[config.mk]
export PLATFORM = sky130hd
export DESIGN_NAME = gerador_jogadas
export DESIGN_NICKNAME = d
export VERILOG_FILES = /design/src/rtl/gerador_jogadas_pkg.sv /design/src/rtl/gerador_jogadas_contador_timer.sv /design/src/rtl/gerador_jogadas.sv
export SDC_FILE = /design/constraint.sdc
export NUM_CORES = 1
export LEC_CHECK = 0
export ABC_AREA = 0
export BUFFER_PORTS_ARGS = -buffer_cell sky130_fd_sc_hd__buf_4
export CAP_MARGIN = 0
export CORE_MARGIN = 10
export CORE_UTILIZATION = 54
export DETAILED_ROUTE_END_ITERATION = 12
export PLACE_DENSITY = 0.8
export SLEW_MARGIN = 15
export SYNTH_ARGS = -nofsm -noshare
export SYNTH_HDL_FRONTEND = slang
export SYNTH_HIERARCHICAL = 1
export SYNTH_SLANG_ARGS = --single-unit
[constraint.sdc]
create_clock -name clock -period 2.85 [get_ports clock]
set_input_delay 0.57 -clock clock [delete_from_list [all_inputs] [get_ports clock]]
set_output_delay 0.57 -clock clock [all_outputs]
set_load 0.02 [all_outputs]
[src/rtl/gerador_jogadas_pkg.sv]
`default_nettype none
// ============================================================================
// Module   : gerador_jogadas_pkg
// Purpose  : Shared definitions for the hardware memory-game player: FSM
//            state encodings (also the 7-segment debug codes) and datapath
//            widths.
// Ports    : none (package)
// Revision : 1.0 - initial release
// ============================================================================
package gerador_jogadas_pkg;

  // Width of the one-hot key vector driven into the game
  localparam int c_chave_w    = 4;
  // Width of the ROM address / play index
  localparam int c_end_w      = 4;
  // Largest number of plays a sequence can hold
  localparam int c_max_jogadas = 16;

  // Encodings double as the db_estado display codes
  typedef enum logic [3:0] {
    ST_INICIAL   = 4'h0,
    ST_CARREGA   = 4'h1,
    ST_PRESSIONA = 4'h2,
    ST_SOLTA     = 4'h3,
    ST_PROXIMA   = 4'h4,
    ST_FIM       = 4'hF
  } estado_t;

  // Rotate-left by one; a zero play becomes 4'b0001 so the corrupted play
  // always differs from the expected one.
  function automatic logic [c_chave_w-1:0] corrompe(input logic [c_chave_w-1:0] v);
    logic [c_chave_w-1:0] r;
    r = {v[c_chave_w-2:0], v[c_chave_w-1]};
    if (v == '0) begin
      r = {{(c_chave_w-1){1'b0}}, 1'b1};
    end
    return r;
  endfunction

endpackage
`default_nettype wire

[src/rtl/gerador_jogadas_contador_timer.sv]
`default_nettype none
// ============================================================================
// Module   : contador_timer
// Purpose  : Generic modulo-M counter with synchronous clear and enable. The
//            terminal value is supplied at run time so one instance can time
//            phases of different lengths (up to M cycles).
// Ports    : clk      - clock
//            rst      - synchronous active-high reset
//            i_clr    - synchronous clear (count returns to 0)
//            i_en     - count enable
//            i_term   - terminal count; the counter wraps to 0 after it
//            o_fim    - high while enabled and the count equals i_term
// Revision : 1.0 - initial release
// ============================================================================
module contador_timer #(
  parameter int M = 10,
  parameter int W = (M > 1) ? $clog2(M) : 1
) (
  input  logic         clk,
  input  logic         rst,
  input  logic         i_clr,
  input  logic         i_en,
  input  logic [W-1:0] i_term,
  output logic         o_fim
);

  logic [W-1:0] r_cont;
  logic         w_topo;

  // Wrap either at the selected terminal value or at the modulus itself
  assign w_topo = (r_cont == i_term) || (r_cont == W'(M - 1));

  always_ff @(posedge clk) begin
    if (rst || i_clr) begin
      r_cont <= '0;
    end else if (i_en) begin
      r_cont <= w_topo ? '0 : r_cont + W'(1);
    end
  end

  assign o_fim = i_en && (r_cont == i_term);

endmodule
`default_nettype wire

[src/rtl/gerador_jogadas.sv]
`default_nettype none
// ============================================================================
// Module   : gerador_jogadas
// Purpose  : Hardware player for the memory game. Reads each expected play
//            from the sequence ROM, presses it on `chaves` for HOLD_CYCLES,
//            releases for GAP_CYCLES, and moves to the next play. Stops after
//            the current play when the game flags acertou/errou. One play
//            can optionally be corrupted to exercise the game's error path.
// Ports    : clock, reset      - clock, synchronous active-high reset
//            iniciar           - start request (accepted in INICIAL or FIM)
//            num_jogadas[4:0]  - plays to perform (0..16, larger saturates)
//            jogada_rom[3:0]   - ROM data at endereco
//            acertou, errou    - game outcome flags
//            injeta_erro       - corrupt play erro_idx (latched at start)
//            erro_idx[3:0]     - index of the play to corrupt
//            chaves[3:0]       - key vector to the game
//            endereco[3:0]     - ROM address / current play index
//            ocupado           - sequence in progress
//            pronto            - sequence finished (FIM)
//            db_estado[3:0]    - state code for the debug display
// Revision : 1.0 - initial release
// ============================================================================
module gerador_jogadas
  import gerador_jogadas_pkg::*;
#(
  parameter int HOLD_CYCLES = 10,
  parameter int GAP_CYCLES  = 10
) (
  input  logic                 clock,
  input  logic                 reset,
  input  logic                 iniciar,
  input  logic [4:0]           num_jogadas,
  input  logic [c_chave_w-1:0] jogada_rom,
  input  logic                 acertou,
  input  logic                 errou,
  input  logic                 injeta_erro,
  input  logic [c_end_w-1:0]   erro_idx,
  output logic [c_chave_w-1:0] chaves,
  output logic [c_end_w-1:0]   endereco,
  output logic                 ocupado,
  output logic                 pronto,
  output logic [3:0]           db_estado
);

  localparam int c_timer_m = (HOLD_CYCLES > GAP_CYCLES) ? HOLD_CYCLES : GAP_CYCLES;
  localparam int c_timer_w = (c_timer_m > 1) ? $clog2(c_timer_m) : 1;

  estado_t                r_estado;
  estado_t                w_prox;
  logic [c_chave_w-1:0]   r_registro;
  logic [c_end_w-1:0]     r_endereco;
  logic [4:0]             r_limite;
  logic                   r_fim_jogo;
  logic                   r_injeta;
  logic [c_end_w-1:0]     r_erro_idx;

  logic                   w_aceita;
  logic                   w_ocupado;
  logic                   w_ultima;
  logic                   w_encerra;
  logic [4:0]             w_limite;
  logic [c_chave_w-1:0]   w_jogada;
  logic                   w_t_clr;
  logic                   w_t_en;
  logic [c_timer_w-1:0]   w_t_term;
  logic                   w_t_fim;

  assign w_ocupado = (r_estado == ST_CARREGA) || (r_estado == ST_PRESSIONA) ||
                     (r_estado == ST_SOLTA)   || (r_estado == ST_PROXIMA);

  // Start is only honoured while idle or finished
  assign w_aceita  = iniciar && ((r_estado == ST_INICIAL) || (r_estado == ST_FIM));

  assign w_limite  = (num_jogadas > 5'(c_max_jogadas)) ? 5'(c_max_jogadas) : num_jogadas;

  // r_limite is at least 1 whenever SOLTA is reachable
  assign w_ultima  = ({1'b0, r_endereco} == (r_limite - 5'd1));

  // An outcome flag seen during the last gap cycle also ends the sequence
  assign w_encerra = r_fim_jogo || acertou || errou || w_ultima;

  assign w_jogada  = (r_injeta && (r_endereco == r_erro_idx)) ? corrompe(jogada_rom)
                                                               : jogada_rom;

  // ---------------------------------------------------------------- timer
  assign w_t_clr  = (r_estado == ST_CARREGA);
  assign w_t_en   = (r_estado == ST_PRESSIONA) || (r_estado == ST_SOLTA);
  assign w_t_term = (r_estado == ST_PRESSIONA) ? c_timer_w'(HOLD_CYCLES - 1)
                                               : c_timer_w'(GAP_CYCLES - 1);

  contador_timer #(
    .M (c_timer_m),
    .W (c_timer_w)
  ) u_timer (
    .clk    (clock),
    .rst    (reset),
    .i_clr  (w_t_clr),
    .i_en   (w_t_en),
    .i_term (w_t_term),
    .o_fim  (w_t_fim)
  );

  // ---------------------------------------------------------------- FSM
  always_ff @(posedge clock) begin
    if (reset) begin
      r_estado <= ST_INICIAL;
    end else begin
      r_estado <= w_prox;
    end
  end

  always_comb begin
    w_prox = r_estado;
    case (r_estado)
      ST_INICIAL, ST_FIM: begin
        if (iniciar) begin
          w_prox = (num_jogadas == 5'd0) ? ST_FIM : ST_CARREGA;
        end
      end
      ST_CARREGA:   w_prox = ST_PRESSIONA;
      ST_PRESSIONA: begin
        if (w_t_fim) begin
          w_prox = ST_SOLTA;
        end
      end
      ST_SOLTA: begin
        if (w_t_fim) begin
          w_prox = w_encerra ? ST_FIM : ST_PROXIMA;
        end
      end
      ST_PROXIMA:   w_prox = ST_CARREGA;
      default:      w_prox = ST_INICIAL;
    endcase
  end

  // ---------------------------------------------------------------- datapath
  always_ff @(posedge clock) begin
    if (reset) begin
      r_registro <= '0;
      r_endereco <= '0;
      r_limite   <= '0;
      r_fim_jogo <= 1'b0;
      r_injeta   <= 1'b0;
      r_erro_idx <= '0;
    end else if (w_aceita) begin
      r_endereco <= '0;
      r_limite   <= w_limite;
      r_fim_jogo <= 1'b0;
      r_injeta   <= injeta_erro;
      r_erro_idx <= erro_idx;
    end else begin
      if (w_ocupado && (acertou || errou)) begin
        r_fim_jogo <= 1'b1;
      end
      if (r_estado == ST_CARREGA) begin
        r_registro <= w_jogada;
      end
      if (r_estado == ST_PROXIMA) begin
        r_endereco <= r_endereco + c_end_w'(1);
      end
    end
  end

  // ---------------------------------------------------------------- outputs
  // Both terms are registered, so chaves is glitch-free
  assign chaves    = (r_estado == ST_PRESSIONA) ? r_registro : '0;
  assign endereco  = r_endereco;
  assign ocupado   = w_ocupado;
  assign pronto    = (r_estado == ST_FIM);
  assign db_estado = r_estado;

endmodule
`default_nettype wire
After elaboration in Yosys (flattened, before gate mapping)
Index checks and enable logic that the tools add are counted.
{"block": "totals", "ff_bits": 27, "input_bits": 19, "output_inout_bits": 14}
{"block": "classes", "n_addsub": 3, "magnitude_cmp": 1, "n_eq_ne": 11, "muxes": 11, "n_bitwise": 1, "reduce_logical": 21}
{"operator": "$mux 4", "n": 9}
{"operator": "$pmux 4 s5", "n": 1}
{"operator": "$logic_or 1x1->1", "n": 10}
{"operator": "$add 4x1->4 const B", "n": 2}
{"operator": "$eq 4x2->1 const B", "n": 2}
{"operator": "$eq 4x4->1 const B", "n": 2}
{"operator": "$logic_not 4->1", "n": 2}
{"operator": "$eq 4x5->1", "n": 1}
{"operator": "$gt 5x5->1 const B", "n": 1}
{"operator": "$logic_not 5->1", "n": 1}
{"operator": "$mux 5", "n": 1}
{"operator": "$sub 5x1->5 const B", "n": 1}
{"operator": "$eq 4x1->1 const B", "n": 1}
{"operator": "$eq 4x3->1 const B", "n": 1}
{"operator": "$eq 4x4->1", "n": 1}
{"operator": "$logic_and 1x1->1", "n": 4}
{"operator": "$ne 2x1->1 const B", "n": 2}
{"operator": "$reduce_or 2->1", "n": 2}
{"operator": "$reduce_and 3->1", "n": 1}
{"operator": "$ne 2x2->1 const B", "n": 1}
{"operator": "$reduce_and 2->1", "n": 1}
{"operator": "$not 1->1", "n": 1}

Depth between registers and ports, before layout
{"block": "logic_depth", "ltp_word": 6, "depth_mapped": 10, "depth_no_buf": 9}

By module
The synthesis kept the hierarchy.
{"mod": "gerador_jogadas", "instances": 1, "cells_per_inst": 162, "area_each_um2": 1352.5}
{"mod": "contador_timer", "instances": 1, "cells_per_inst": 28, "area_each_um2": 269.0}

Least setup slack after synthesis
No wires, ideal clock.
{"block": "synth_path", "path_type": "reg2reg", "from": "reg r_estado[1] (netlist: db_estado[1])", "to": "reg r_estado[3] (netlist: db_estado[3])", "arrival_ns": 2.075, "t_required_ns": 2.764, "path_slack_ns": 0.690, "stages_incl_launch_ff": 10, "n_path_buf": 1, "synth_period_minus_slack_ns": 2.160, "path_cell_list": "dfxtp_1 > clkbuf_1 > and2_1 > and2_4 > and2_2 > nand2_1 > o21a_1 > o21ai_0 > nor2_1 > a211oi_1"}
{"block": "synth_between", "elab_chain_len": 5}
{"element": "start, declared", "line": "gerador_jogadas.sv:48", "source": "estado_t r_estado;"}
{"element": "start signal, assigned", "line": "gerador_jogadas.sv:108", "source": "r_estado <= w_prox;"}
{"element": "$eq 4x2->1", "line": "gerador_jogadas.sv:87", "source": "assign w_t_en = (r_estado == ST_PRESSIONA) || (r_estado == ST_SOLTA);"}
{"element": "$logic_or 1x1->1 (*)", "line": "gerador_jogadas.sv:87"}
{"element": "named net w_t_en", "line": "gerador_jogadas.sv:64", "source": "logic w_t_en;"}
{"element": "$logic_and 1x1->1 (*)", "line": "gerador_jogadas_contador_timer.sv:41", "source": "assign o_fim = i_en && (r_cont == i_term);"}
{"element": "named net w_t_fim", "line": "gerador_jogadas.sv:66", "source": "logic w_t_fim;"}
{"element": "$ne 2x1->1 (no line)"}
{"element": "$reduce_and 3->1 (no line) (*)"}
The timed path passes the listed nets; every way through them passes the cells marked *.
A chain may end at the register's enable or synchronous reset.

Worst setup path after layout
{"block": "layout_path", "from": "reg r_estado[1] (netlist: db_estado[1])", "to": "out chaves[0]"}
{"block": "layout_between", "elab_chain_len": 2}
{"element": "$eq 4x2->1", "line": "gerador_jogadas.sv:166", "source": "assign chaves = (r_estado == ST_PRESSIONA) ? r_registro : '0;"}
{"element": "$mux 4", "line": "gerador_jogadas.sv:166"}
{"element": "end, declared", "line": "gerador_jogadas.sv:38", "source": "output logic [c_chave_w-1:0] chaves,"}
Every way passes these cells.

==> flow_summary_export.csv <==
group,metric,value,unit
status,status,"complete, no violations",
critical_path,arrival,1.96,ns
clock_tree,cts_tree,"built",
floorplanning,ios,33,
clock_tree,cts_resized,0,
worst_hold_path,hp-class,"in2reg",
grt,grt_use_total,0.1456,
power_and_ir_drop,p_leak,0.0007881,uW
synth,ys_top_cells_by_area,"dfxtp_1, nor2_1, mux2i_1",
cells_and_area,drive_above_1_share,0.2064,
cells_and_area,n_antenna_cell,0,
sta,drv_slew,0,
critical_path,path_delay_family,"simple AND/OR/NAND/NOR gates",
synth,netlist_top_cells_count,"dfxtp_1, nor2_1, nand2_1, xor2_1, mux2i_1",
synth,ys.flop_type,"dfxtp_1",
place,dp.cells,245,
sta,setup_viol,0,
detailed_routing,drt_iter0_drc,101,
critical_path,critPathMaxStageDelay,0.67,ns
clock_tree,insertion_delay,0.34,ns
floorplanning,die_w,74.80,um
critical_path,worstSetupPathType,"reg2out",
synth,syn_area,1622,um^2
synth,netlist_instances,190,
detailed_routing,postRouteAntennaNets,0,
grt,antenna_found_initial,0,
detailed_routing,firstDrtPassIters,4,
critical_path,path_cells,"and2_1 > nor2b_1 > and2_1 > buf_4",
floorplanning,core,2805,um^2
critical_path,cp_data_required_time,2.28,ns
power_and_ir_drop,ir_drop,0.0002785,V
flow_run,cap_violations,0,
detailed_routing,vias_per_cell,5.719,
synth,synth_cell_types,41,
cells_and_area,seq_area,540.5,um^2
floorplanning,dieArea,5595,um^2
clock_tree,htreeDepth,1,
cells_and_area,final_core_util,0.6744,
detailed_routing,drc,0,
clock_tree,cts_setup_buffers,0,
place,hpwl,3081,um
sta,post-route-period-util,0.8894,
clock_tree,clock_path_buffers,2,
place,gp_congestion,0.8517,
sta,min_period,2.535,ns
sta,rsz0062_at_grt,"no",
cells_and_area,fin_nets,242,
sta,fmax,0.3945,GHz
sta,slew_headroom,0.5137,
clock_tree,cts_sinks,27,
power_and_ir_drop,pwr_density_cell,495.1,nW/um^2
clock_tree,clkSlewWorstSetupHoldPaths,0.15,ns
synth,synth_top_area_frac,0.3333,
critical_path,critPathLaunchType,"flip-flop",
place,numPortBuffers,32,
cells_and_area,final_cells,249,
synth,yosysSeqAreaShare,0.3333,
critical_path,crit_buf_inv,1,
synth,yosys_register_bits,27,
critical_path,critPathMostFrequentCell,"and2_1",
cells_and_area,syn_to_final_growth,16.67,%
synth,async_reset_ff_frac,0,
detailed_routing,vias,1424,
critical_path,path_max_fanout,15,
clock_tree,cts_made_buffers,3,
sta,fin_setup_tns,0,ns
synth,avgSynthCellArea,8.535,um^2
sta,hold_viol,0,
clock_tree,hold_buffers,0,
synth,synth_edf_count,0,
grt,grt_pass1_wl,6520,um
synth,yosysWarnings,6,
cells_and_area,multi_input_area,1016,um^2
grt,grt_pass1_vias,1509,
critical_path,slowest_stage,"dfxtp_1",
floorplanning,row_count,19,
floorplanning,die_h,74.80,um
synth,synth_largest_area_cell,"dfxtp_1",
sta,finClkSkew,0.004413,ns
detailed_routing,drt-wirelength-per-cell,15.37,um
detailed_routing,totalWireLength,3828,um
grt,grt_max_degree,22,
floorplanning,start_util,0.5781,
cells_and_area,nFillCells,255,
sta,tightest_slew,0.7201,ns
grt,gr-total-overflow,0,
critical_path,crit_path_end_kind,"output port",
clock_tree,cts_root_buf,"clkbuf_4",
-- cells in the final DEF, fill, tap and decap left out, types with 2 or more instances in the layout --
master / Yosys / layout
ha_1: 4 / 4
a21oi_1: 8 / 8
xor2_1: 11 / 11
a211oi_1: 8 / 8
nand2_1: 11 / 11
nand4_1: 4 / 4
mux2i_1: 10 / 10
nand4b_1: 6 / 6
nor2_1: 27 / 27
xnor2_1: 9 / 9
conb_1: 2 / 4
dfxtp_1: 27 / 27
nor3_1: 4 / 4
o21a_1: 2 / 2
inv_1: 7 / 7
nand2b_1: 4 / 4
buf_4: 0 / 32
o21ai_0: 8 / 8
and3_1: 3 / 3
clkbuf_4: 0 / 3
and2_1: 6 / 6
-- power breakdown --
part           total, uW  switching, uW  leakage (uW)  internal (uW)
clock network        176            122     0.0000139           53.9
registers            461           47.2      0.000220            414
logic                299            162      0.000554            137
total                937            332      0.000788            605
-- tightest hold or removal path, cell delays in order --
cell and delay [ns]:
buf_4 0.07, mux2i_1 0.05, nor2_1 0.07
-- kinds of logic after synthesis --
kind of cell,synth area share
and+or+nand+nor,0.2546
DFF,0.3333
buffers and inverters,0.04475
other,0.004631
AOI/OAI and AO/OA,0.1620
xor gates and xnor gates,0.1080
muxes,0.06173
adders and majority gates,0.03087
-- through the flow --
step | hold WS, ns | cell area (um^2) | setup WS (ns) | total power, uW
2_1_floorplan | 0.4256 | 1629 | 0.6900 | 680.8
3_3_place_gp | 0.4499 | 1862 | 0.7574 | 753.6
3_5_place_dp | 0.4497 | 1862 | 0.5985 | 769.1
4_1_cts | 0.4366 | 1892 | 0.3106 | 944.1
5_1_grt | 0.4671 | 1892 | 0.1515 | 999.0
6_report | 0.4470 | 1892 | 0.3151 | 936.6
-- flip-flops by register name, indices dropped and copies added (netlist names) --
name	flops
db_estado	4
endereco	4
r_erro_idx	4
r_fim_jogo	1
r_injeta	1
r_limite	5
r_registro	4
u_timer/r_cont	4
-- routing by layer --
| layer | up-vias | GRT usage | routed length, um |
|---|---|---|---|
| met5 | - | 0 | 0 |
| met4 | 0 | 0.05462 | 46 |
| met3 | 5 | 0.03679 | 177 |
| met2 | 31 | 0.2536 | 1874 |
| met1 | 675 | 0.1682 | 1729 |
| li1 | 713 | - | - |
-- area by class of cell --
| type | count | share of cell area |
|---|---|---|
| flip-flops and latches | 27 | 0.2857 |
| repair buffers | 32 | 0.1270 |
| clock buffers | 3 | 0.01190 |
| multi-input cells | 148 | 0.5370 |
| inverters | 7 | 0.01389 |
| clock inverters | 1 | 0.003968 |
| well taps | 31 | 0.02050 |
-- final timing paths --
| path | from | end | slack (ns) | cells after the start |
|---|---|---|---|---|
| hold / removal | erro_idx[2] | r_erro_idx[2]$_SDFFE_PP0P_ | 0.45 | 3 |
| setup reg to reg | db_estado[1]$_SDFFE_PP0P_ | db_estado[3]$_SDFFE_PP0P_ | 0.54 | 8 |
| hold reg to reg | r_fim_jogo$_SDFFE_PP0P_ | r_fim_jogo$_SDFFE_PP0P_ | 0.46 | 2 |
| setup / recovery | db_estado[1]$_SDFFE_PP0P_ | chaves[0] | 0.32 | 4 |
Power figures use the tool's default switching activity.
